$ cat src/rtl/parking_pkg.sv
// Shared types for the parking-gate front end: FSM states, sensor pair and
// the per-cycle transition function used by the gate sequencer.
package parking_pkg;

    localparam int DEBOUNCE_DEFAULT = 4;

    typedef logic [1:0] sensor_pair_t;  // {a, b}

    typedef enum logic [2:0] {
        IDLE, EN1, EN2, EN3, EX1, EX2, EX3, WAIT_CLEAR
    } gate_state_t;

    typedef struct packed {
        gate_state_t nxt;
        logic        inc;
        logic        dec;
        logic        fault;
    } gate_step_t;

    // Every tracking state implies one filtered pair, so a two-bit jump away
    // from that pair is exactly the illegal case; one-bit moves are listed.
    function automatic gate_step_t gate_step(input gate_state_t s, input sensor_pair_t ab);
        gate_step_t r;
        r.nxt   = s;
        r.inc   = 1'b0;
        r.dec   = 1'b0;
        r.fault = 1'b0;
        case (s)
            IDLE: case (ab)
                2'b10:   r.nxt = EN1;
                2'b01:   r.nxt = EX1;
                2'b11:   begin r.fault = 1'b1; r.nxt = WAIT_CLEAR; end
                default: ;
            endcase
            EN1: case (ab)
                2'b00:   r.nxt = IDLE;
                2'b11:   r.nxt = EN2;
                2'b01:   begin r.fault = 1'b1; r.nxt = WAIT_CLEAR; end
                default: ;
            endcase
            EN2: case (ab)
                2'b10:   r.nxt = EN1;
                2'b01:   r.nxt = EN3;
                2'b00:   begin r.fault = 1'b1; r.nxt = IDLE; end
                default: ;
            endcase
            EN3: case (ab)
                2'b00:   begin r.inc = 1'b1; r.nxt = IDLE; end
                2'b11:   r.nxt = EN2;
                2'b10:   begin r.fault = 1'b1; r.nxt = WAIT_CLEAR; end
                default: ;
            endcase
            EX1: case (ab)
                2'b00:   r.nxt = IDLE;
                2'b11:   r.nxt = EX2;
                2'b10:   begin r.fault = 1'b1; r.nxt = WAIT_CLEAR; end
                default: ;
            endcase
            EX2: case (ab)
                2'b01:   r.nxt = EX1;
                2'b10:   r.nxt = EX3;
                2'b00:   begin r.fault = 1'b1; r.nxt = IDLE; end
                default: ;
            endcase
            EX3: case (ab)
                2'b00:   begin r.dec = 1'b1; r.nxt = IDLE; end
                2'b11:   r.nxt = EX2;
                2'b01:   begin r.fault = 1'b1; r.nxt = WAIT_CLEAR; end
                default: ;
            endcase
            WAIT_CLEAR: if (ab == 2'b00) r.nxt = IDLE;
            default: r.nxt = IDLE;
        endcase
        return r;
    endfunction

endpackage

$ cat src/rtl/gate_sensor_fsm_if.sv
// Gate front-end bus: raw photo-sensor inputs in, occupancy pulses out.
interface gate_sensor_fsm_if;
    logic sensor_a;
    logic sensor_b;
    logic inc;
    logic dec;
    logic fault;
    logic busy;

    modport master (output sensor_a, sensor_b, input inc, dec, fault, busy);
    modport slave  (input sensor_a, sensor_b, output inc, dec, fault, busy);
endinterface

$ cat src/rtl/sensor_filter.sv
// Two-flop synchronizer followed by a debounce counter for one raw sensor.
module sensor_filter #(
    parameter int DEBOUNCE = 4
) (
    input  logic clk,
    input  logic reset,
    input  logic raw,
    output logic filtered
);
    localparam int CW = $clog2(DEBOUNCE + 1);

    logic          sync1;
    logic          sync2;
    logic [CW-1:0] cnt;

    // The filtered value flips on the edge where the run of differing
    // samples would reach DEBOUNCE; any agreeing sample restarts the run.
    always_ff @(posedge clk) begin
        if (reset) begin
            sync1    <= 1'b0;
            sync2    <= 1'b0;
            filtered <= 1'b0;
            cnt      <= '0;
        end else begin
            sync1 <= raw;
            sync2 <= sync1;
            if (sync2 == filtered) begin
                cnt <= '0;
            end else if (cnt == CW'(DEBOUNCE - 1)) begin
                filtered <= sync2;
                cnt      <= '0;
            end else begin
                cnt <= cnt + CW'(1);
            end
        end
    end
endmodule

$ cat src/rtl/gate_sensor_fsm.sv
// Parking-gate front end: filters sensors A/B and tracks the car's A/B
// sequence, emitting registered inc/dec/fault pulses and a busy flag.
module gate_sensor_fsm
    import parking_pkg::*;
#(
    parameter int DEBOUNCE = DEBOUNCE_DEFAULT
) (
    input logic              clk,
    input logic              reset,
    gate_sensor_fsm_if.slave bus
);
    logic        filt_a;
    logic        filt_b;
    gate_state_t state;
    gate_step_t  step;
    logic        inc;
    logic        dec;
    logic        fault;
    logic        busy;

    sensor_filter #(.DEBOUNCE(DEBOUNCE)) u_filt_a (
        .clk      (clk),
        .reset    (reset),
        .raw      (bus.sensor_a),
        .filtered (filt_a)
    );

    sensor_filter #(.DEBOUNCE(DEBOUNCE)) u_filt_b (
        .clk      (clk),
        .reset    (reset),
        .raw      (bus.sensor_b),
        .filtered (filt_b)
    );

    assign step = gate_step(state, {filt_a, filt_b});

    always_ff @(posedge clk) begin
        if (reset) begin
            state <= IDLE;
            inc   <= 1'b0;
            dec   <= 1'b0;
            fault <= 1'b0;
            busy  <= 1'b0;
        end else begin
            state <= step.nxt;
            inc   <= step.inc;
            dec   <= step.dec;
            fault <= step.fault;
            busy  <= (step.nxt != IDLE);
        end
    end

    assign bus.inc   = inc;
    assign bus.dec   = dec;
    assign bus.fault = fault;
    assign bus.busy  = busy;
endmodule
$ cat src/flat_wrapper.sv
// flat-port wrapper written by rule: the top's interface ports become plain ports
module gate_sensor_fsm_flat import parking_pkg::*;
#(
    parameter int DEBOUNCE = DEBOUNCE_DEFAULT
)
  (clk, reset, bus_sensor_a, bus_sensor_b, bus_inc, bus_dec, bus_fault, bus_busy);
  gate_sensor_fsm_if bus_i ();
  input logic clk;
  input logic reset;
  input wire logic [$bits(bus_i.sensor_a)-1:0] bus_sensor_a;
  input wire logic [$bits(bus_i.sensor_b)-1:0] bus_sensor_b;
  output wire logic [$bits(bus_i.inc)-1:0] bus_inc;
  output wire logic [$bits(bus_i.dec)-1:0] bus_dec;
  output wire logic [$bits(bus_i.fault)-1:0] bus_fault;
  output wire logic [$bits(bus_i.busy)-1:0] bus_busy;
  assign bus_i.sensor_a = bus_sensor_a;
  assign bus_i.sensor_b = bus_sensor_b;
  assign bus_inc = bus_i.inc;
  assign bus_dec = bus_i.dec;
  assign bus_fault = bus_i.fault;
  assign bus_busy = bus_i.busy;
  gate_sensor_fsm #(.DEBOUNCE(DEBOUNCE)) u_core (.clk(clk), .reset(reset), .bus(bus_i));
endmodule
$ cat config.mk
export PLATFORM = sky130hd
export DESIGN_NAME = gate_sensor_fsm_flat
export DESIGN_NICKNAME = d
export VERILOG_FILES = /design/src/rtl/parking_pkg.sv /design/src/rtl/gate_sensor_fsm_if.sv /design/src/rtl/sensor_filter.sv /design/src/rtl/gate_sensor_fsm.sv /design/src/flat_wrapper.sv
export SDC_FILE = /design/constraint.sdc
export NUM_CORES = 1
export LEC_CHECK = 0
export CAP_MARGIN = 20
export CORE_MARGIN = 10
export CORE_UTILIZATION = 57
export CTS_CLUSTER_DIAMETER = 30
export DETAILED_ROUTE_END_ITERATION = 16
export PLACE_DENSITY = 0.78
export SETUP_SLACK_MARGIN = 0.15
export SLEW_MARGIN = 20
export SYNTH_ARGS = -nofsm -noshare
export SYNTH_HDL_FRONTEND = slang
export SYNTH_SLANG_ARGS = --single-unit
export TNS_END_PERCENT = 10
$ cat constraint.sdc
create_clock -name clk -period 3.18 [get_ports clk]
set_input_delay 0.318 -clock clk [delete_from_list [all_inputs] [get_ports clk]]
set_output_delay 0.318 -clock clk [all_outputs]
set_load 0.02 [all_outputs]
Word level (Yosys, flattened, before mapping)
Cells that the tools add are included.
Widths: inputs -> output; s select.
Word-level totals
  flip-flop bits (word level): 19
Cells by class
  $add $sub $neg: 2
  equality and inequality tests: 14
  mux-type cells: 14
  bitwise gates (word level): 4
  reductions and logical operators: 12
Operator list (number)
  $pmux 3 s3: 7
  $pmux 3 s8: 1
  $eq 3x2->1 const B: 4
  $eq 3x3->1 const B: 4
  $reduce_or 2->1: 5
  $add 3x1->3 const B: 2
  $reduce_or 3->1: 2
  $eq 2x2->1 const B: 2
  $mux 1: 4
  $not 1->1: 4
  $pmux 1 s4: 1
  $reduce_and 2->1: 2
  $eq 3x1->1 const B: 1
  $logic_not 3->1: 1
  $mux 3: 1
  $reduce_bool 3->1: 1
  $eq 1x1->1: 2
  $eq 2x1->1 const B: 1
  $logic_not 2->1: 1

Logic depth before layout (Yosys ltp)
  word-level depth: 4
  depth in mapped cells: 7
  gate-level depth less buffers: 7

Hierarchy
From an unflattened synthesis, not the netlist that was laid out.
Second synthesis, totals
  cells, all modules: 116
  area total of the unflattened synthesis: 1053.5 sq um
Modules (own cells, without submodules)
  gate_sensor_fsm: instances 1, cells an instance 82, area an instance 630.6 sq um, sequential area each 140.1 sq um
  sensor_filter: instances 2, cells an instance 17, area an instance 211.5 sq um, sequential area each 120.1 sq um

Least setup slack after synthesis
OpenSTA, ideal clock, no wires.
  path kind: register -> register
  start: register u_core.u_filt_b.filtered
  end: register u_core.busy, in the netlist u_core.bus.busy
  data arrival time: 1.617 ns
  required time: 3.053 ns
  path slack: 1.436 ns
  stages on the path, launching flop included: 8
  buffers on the path: 0
  clock period less this slack: 1.744 ns
  path through: dfxtp_1 > inv_1 > ha_1 > or3_1 > a32oi_1 > o2111ai_1 > nor3_1 > o21bai_1
Between the ends
  cells in the longest elaborated chain, start to end: 4
Ends and longest elaborated chain
  start, declared: RTL line sensor_filter.sv:8  | output logic filtered
  start signal, assigned: RTL line sensor_filter.sv:30  | filtered <= sync2;
  $eq 2x1->1 (tied with other cells)
  $pmux 3 s3 (tied with other cells): RTL line parking_pkg.sv:65  | EX3: case (ab)
  $pmux 3 s8 *: RTL line parking_pkg.sv:28  | case (s)
  $reduce_bool 3->1 *: RTL line gate_sensor_fsm.sv:49  | busy <= (step.nxt != IDLE);
  end signal, assigned: RTL line gate_sensor_fsm.sv:49
  end, declared: RTL line gate_sensor_fsm.sv:19  | logic busy;
Mark *: on every way between the ends. The rest lies on a longest branch, timed or not.
A chain may end at the register's enable or synchronous reset.

Worst setup path in the final report
Same ends and word-level chain as after synthesis.

==> metrics.md <==
| Metric | Value |
|---|---|
| Outcome | `complete, no violations` |
| Total power | `0.000373 W` |
| Clock Skew | `0.00149 ns` |
| Crit path buf inv count | `1` |
| DR vias/cell | `5.66` |
| Reg-to-reg slack, setup | `1.21 ns` |
| HP Start | `u_core.u_filt_a.cnt[0]$_SDFF_PP0_` |
| Core Util, Final | `65.3%` |
| Crit share post-route | `62.0%` |
| Gp weighted congestion | `0.880` |
| Final nets | `135` |
| Total GRT Usage | `10.5%` |
| Drt first pass iters | `4` |
| RSZ-0062 raised after global routing | `false` |
| Async S/R FF share, synth | `0%` |
| Fraction of layout cells with a size suffix above 1 | `4.17%` |
| Max-cap violations | `0` |
| IO Count | `8` |
| Total routed wirelength | `1.98 mm` |
| Top sig layer | `met4` |
| Clock Latency Late Sink | `0.29 ns` |
| DP Worst Slack | `1.24 ns` |
| Final number of setup-violating endpoints | `0` |
| CTS max path bufs | `2` |
| Clock buffer count from CTS | `3` |
| Largest net degree at the start of global routing | `18` |
| Row count | `15` |
| Critical path's largest stage delay | `0.46 ns` |
| Synth top area cells | `dfxtp_1 36%, ha_1 12%, nor2_1 6.4%, mux2i_1 5.7%, nor2b_1 4.2%` |
| Setup repair bufs after CTS | `0` |
| Sequential fraction of the synthesis area | `36.1%` |
| Via Count | `821` |
| Met2 WL post-DR | `888 um` |
| Setup TNS | `0 ns` |
| CTS resizes | `0` |
| Required time worst endpoint | `3.35 ns` |
| Vias in the first global route | `793` |
| Most frequent cells in the layout | `19 x dfxtp_1, 18 x nor2_1, 10 x ha_1` |
| Post-Syn Area per Cell | `9.15 um2` |
| GR Overflow Total | `0` |
| Antenna viol nets, final | `0` |
| Antenna Cells | `0` |
| Global-route wire length before repair | `3.54 mm` |
| Max FO, Critical Path | `8` |
| Final setup margin | `1.21 ns` |
| CP Capture Type | `register` |
| Synth Cell Area | `0.00105 mm2` |
| Die height | `63.0 um` |
| Slew HR | `62.7%` |
| Chip Width | `63.0 um` |
| Metal-1 WL | `954 um` |
| #FFs+latches synth | `19` |
| CTS tree | `yes` |
| Crit-path slowest cell | `dfxtp_1` |
| Cell Pwr Density | `328 mW/mm2` |
| Least-Margin Pin Slew | `0.559 ns` |
| Synth top area share | `36.1%` |
| Starting Density | `60.3%` |
| Fmax achieved | `0.507 GHz` |
| FF/Latch Area | `380 um2` |
| Core area | `0.00175 mm2` |
| Final hold violations | `0` |
| Max-slew violations | `0` |
| Fillers | `152` |
| Distinct cell type count after synthesis | `32` |
| WL/cell | `13.7 um` |
| Post-Syn Nets | `129` |
| Post-synth EDFFs | `0` |
| Setup crit start | `u_core.u_filt_b.filtered$_SDFFE_PP0P_` |
| Die Area | `0.00396 mm2` |
| CTS Sinks | `19` |
| # DRC | `0` |
| H-tree Lvls | `1` |
| Worst Setup Path Type | `reg -> reg` |
| Cells along the critical path | `inv_1 > ha_1 > or3_1 > a32oi_1 > o2111ai_1 > nor3_1 > o21bai_1` |
| Most common cell after layout, fill and taps aside | `dfxtp_1` |
| Initial antenna violation count | `0` |
| Multi-input gate area | `597 um2` |
| Type of origin of the critical path | `register` |
| Fin Hold WS | `0.423 ns` |
| Clock Root Buffer | `clkbuf_4` |
| Tightest Hold Check Type | `reg -> reg` |
| Mapped Cells | `115` |
| Worst flop-to-flop path startpoint | `u_core.u_filt_b.filtered$_SDFFE_PP0P_` |
| Area leader, netlist | `dfxtp_1` |
| Met3 wire length | `102 um` |
| DPL Wire Length | `1.47 mm` |
| Number of I/O port buffers | `7` |
| Initial detailed-routing violation count | `23` |
| Peak supply drop | `0.326 mV` |
| CTS clk-pin slew, worst paths | `0.11 ns` |
| Lkg Pwr | `0.419 nW` |
| CP arrival | `2.15 ns` |
| CP delay by family, top | `simple AND/OR/NAND/NOR gates` |
| Post-CTS Hold Buffers | `0` |
| Period minus WS final | `1.97 ns` |
| Ys Warns | `0` |
| P&R area growth vs syn | `8.32%` |
| Main synth FF type | `dfxtp_1` |
[Yosys cell counts, types with 2 or more instances]
library cell and instances:
buf_6 2, o31a_1 2, xnor2_1 2, or4b_1 2, inv_1 9, nor2_1 18, dfxtp_1 19, or3_1 4
o21ai_0 2, nor3_1 4, ha_1 10, nor2b_1 7, a21oi_1 4, mux2i_1 6, buf_2 3, nand3b_1 4
o21bai_1 2
[cells by family after synthesis]
group	count (synthesis)	synth area share, %
AO/OA/AOI/OAI	18	12.2
XOR/XNOR	2	1.66
AND/OR/NAND/NOR	44	22.7
adder cells (fa/ha/maj)	10	11.9
buffers and inverters	15	7.13
multiplexers	7	8.21
flip-flops	19	36.1
[power breakdown]
part           internal, W  switching [W]  total (W)
sequential        0.000241     0.00000137   0.000242
clock            0.0000468      0.0000733   0.000120
combinational   0.00000611     0.00000488  0.0000110
[flip-flops by register name, indices dropped and copies added (netlist names)]
name,flops
u_core.u_filt_a.cnt,3
u_core.bus.busy,1
u_core.u_filt_a.filtered,1
u_core.u_filt_a.sync1,1
u_core.state,3
u_core.u_filt_b.cnt,3
u_core.bus.fault,1
u_core.bus.inc,1
u_core.u_filt_b.sync2,1
u_core.u_filt_b.filtered,1
u_core.bus.dec,1
u_core.u_filt_b.sync1,1
u_core.u_filt_a.sync2,1
[cell type report]
| cell class | instances | area share, % |
|---|---|---|
| sequential | 19 | 33.4 |
| clock buffer | 3 | 1.98 |
| multi-input combinational | 81 | 52.4 |
| timing repair buffer | 7 | 6.15 |
| inverter | 9 | 2.96 |
| tap | 25 | 2.74 |
| clock inverter | 1 | 0.439 |
[through the flow]
stage / instance area [um2] / instances
finish: 1140 / 145
global route: 1140 / 145
CTS: 1140 / 145
detailed placement: 1110 / 141
global placement: 1110 / 141
floorplan: 1050 / 115
[routing by layer]
layer / global-route usage [%] / vias up
li1: - / 407
met1: 13.7 / 384
met2: 16.0 / 24
met3: 1.97 / 6
met4: 4.75 / 0
met5: 0 / -
[path summary, 6_finish.rpt]
check                                      end  cells after the start
min          u_core.u_filt_a.cnt[0]$_SDFF_PP0_                      1
min reg2reg  u_core.u_filt_a.cnt[0]$_SDFF_PP0_                      1
max reg2reg         u_core.bus.busy$_SDFF_PP0_                      7
max                 u_core.bus.busy$_SDFF_PP0_                      7
Power figures use the tool's default switching activity.
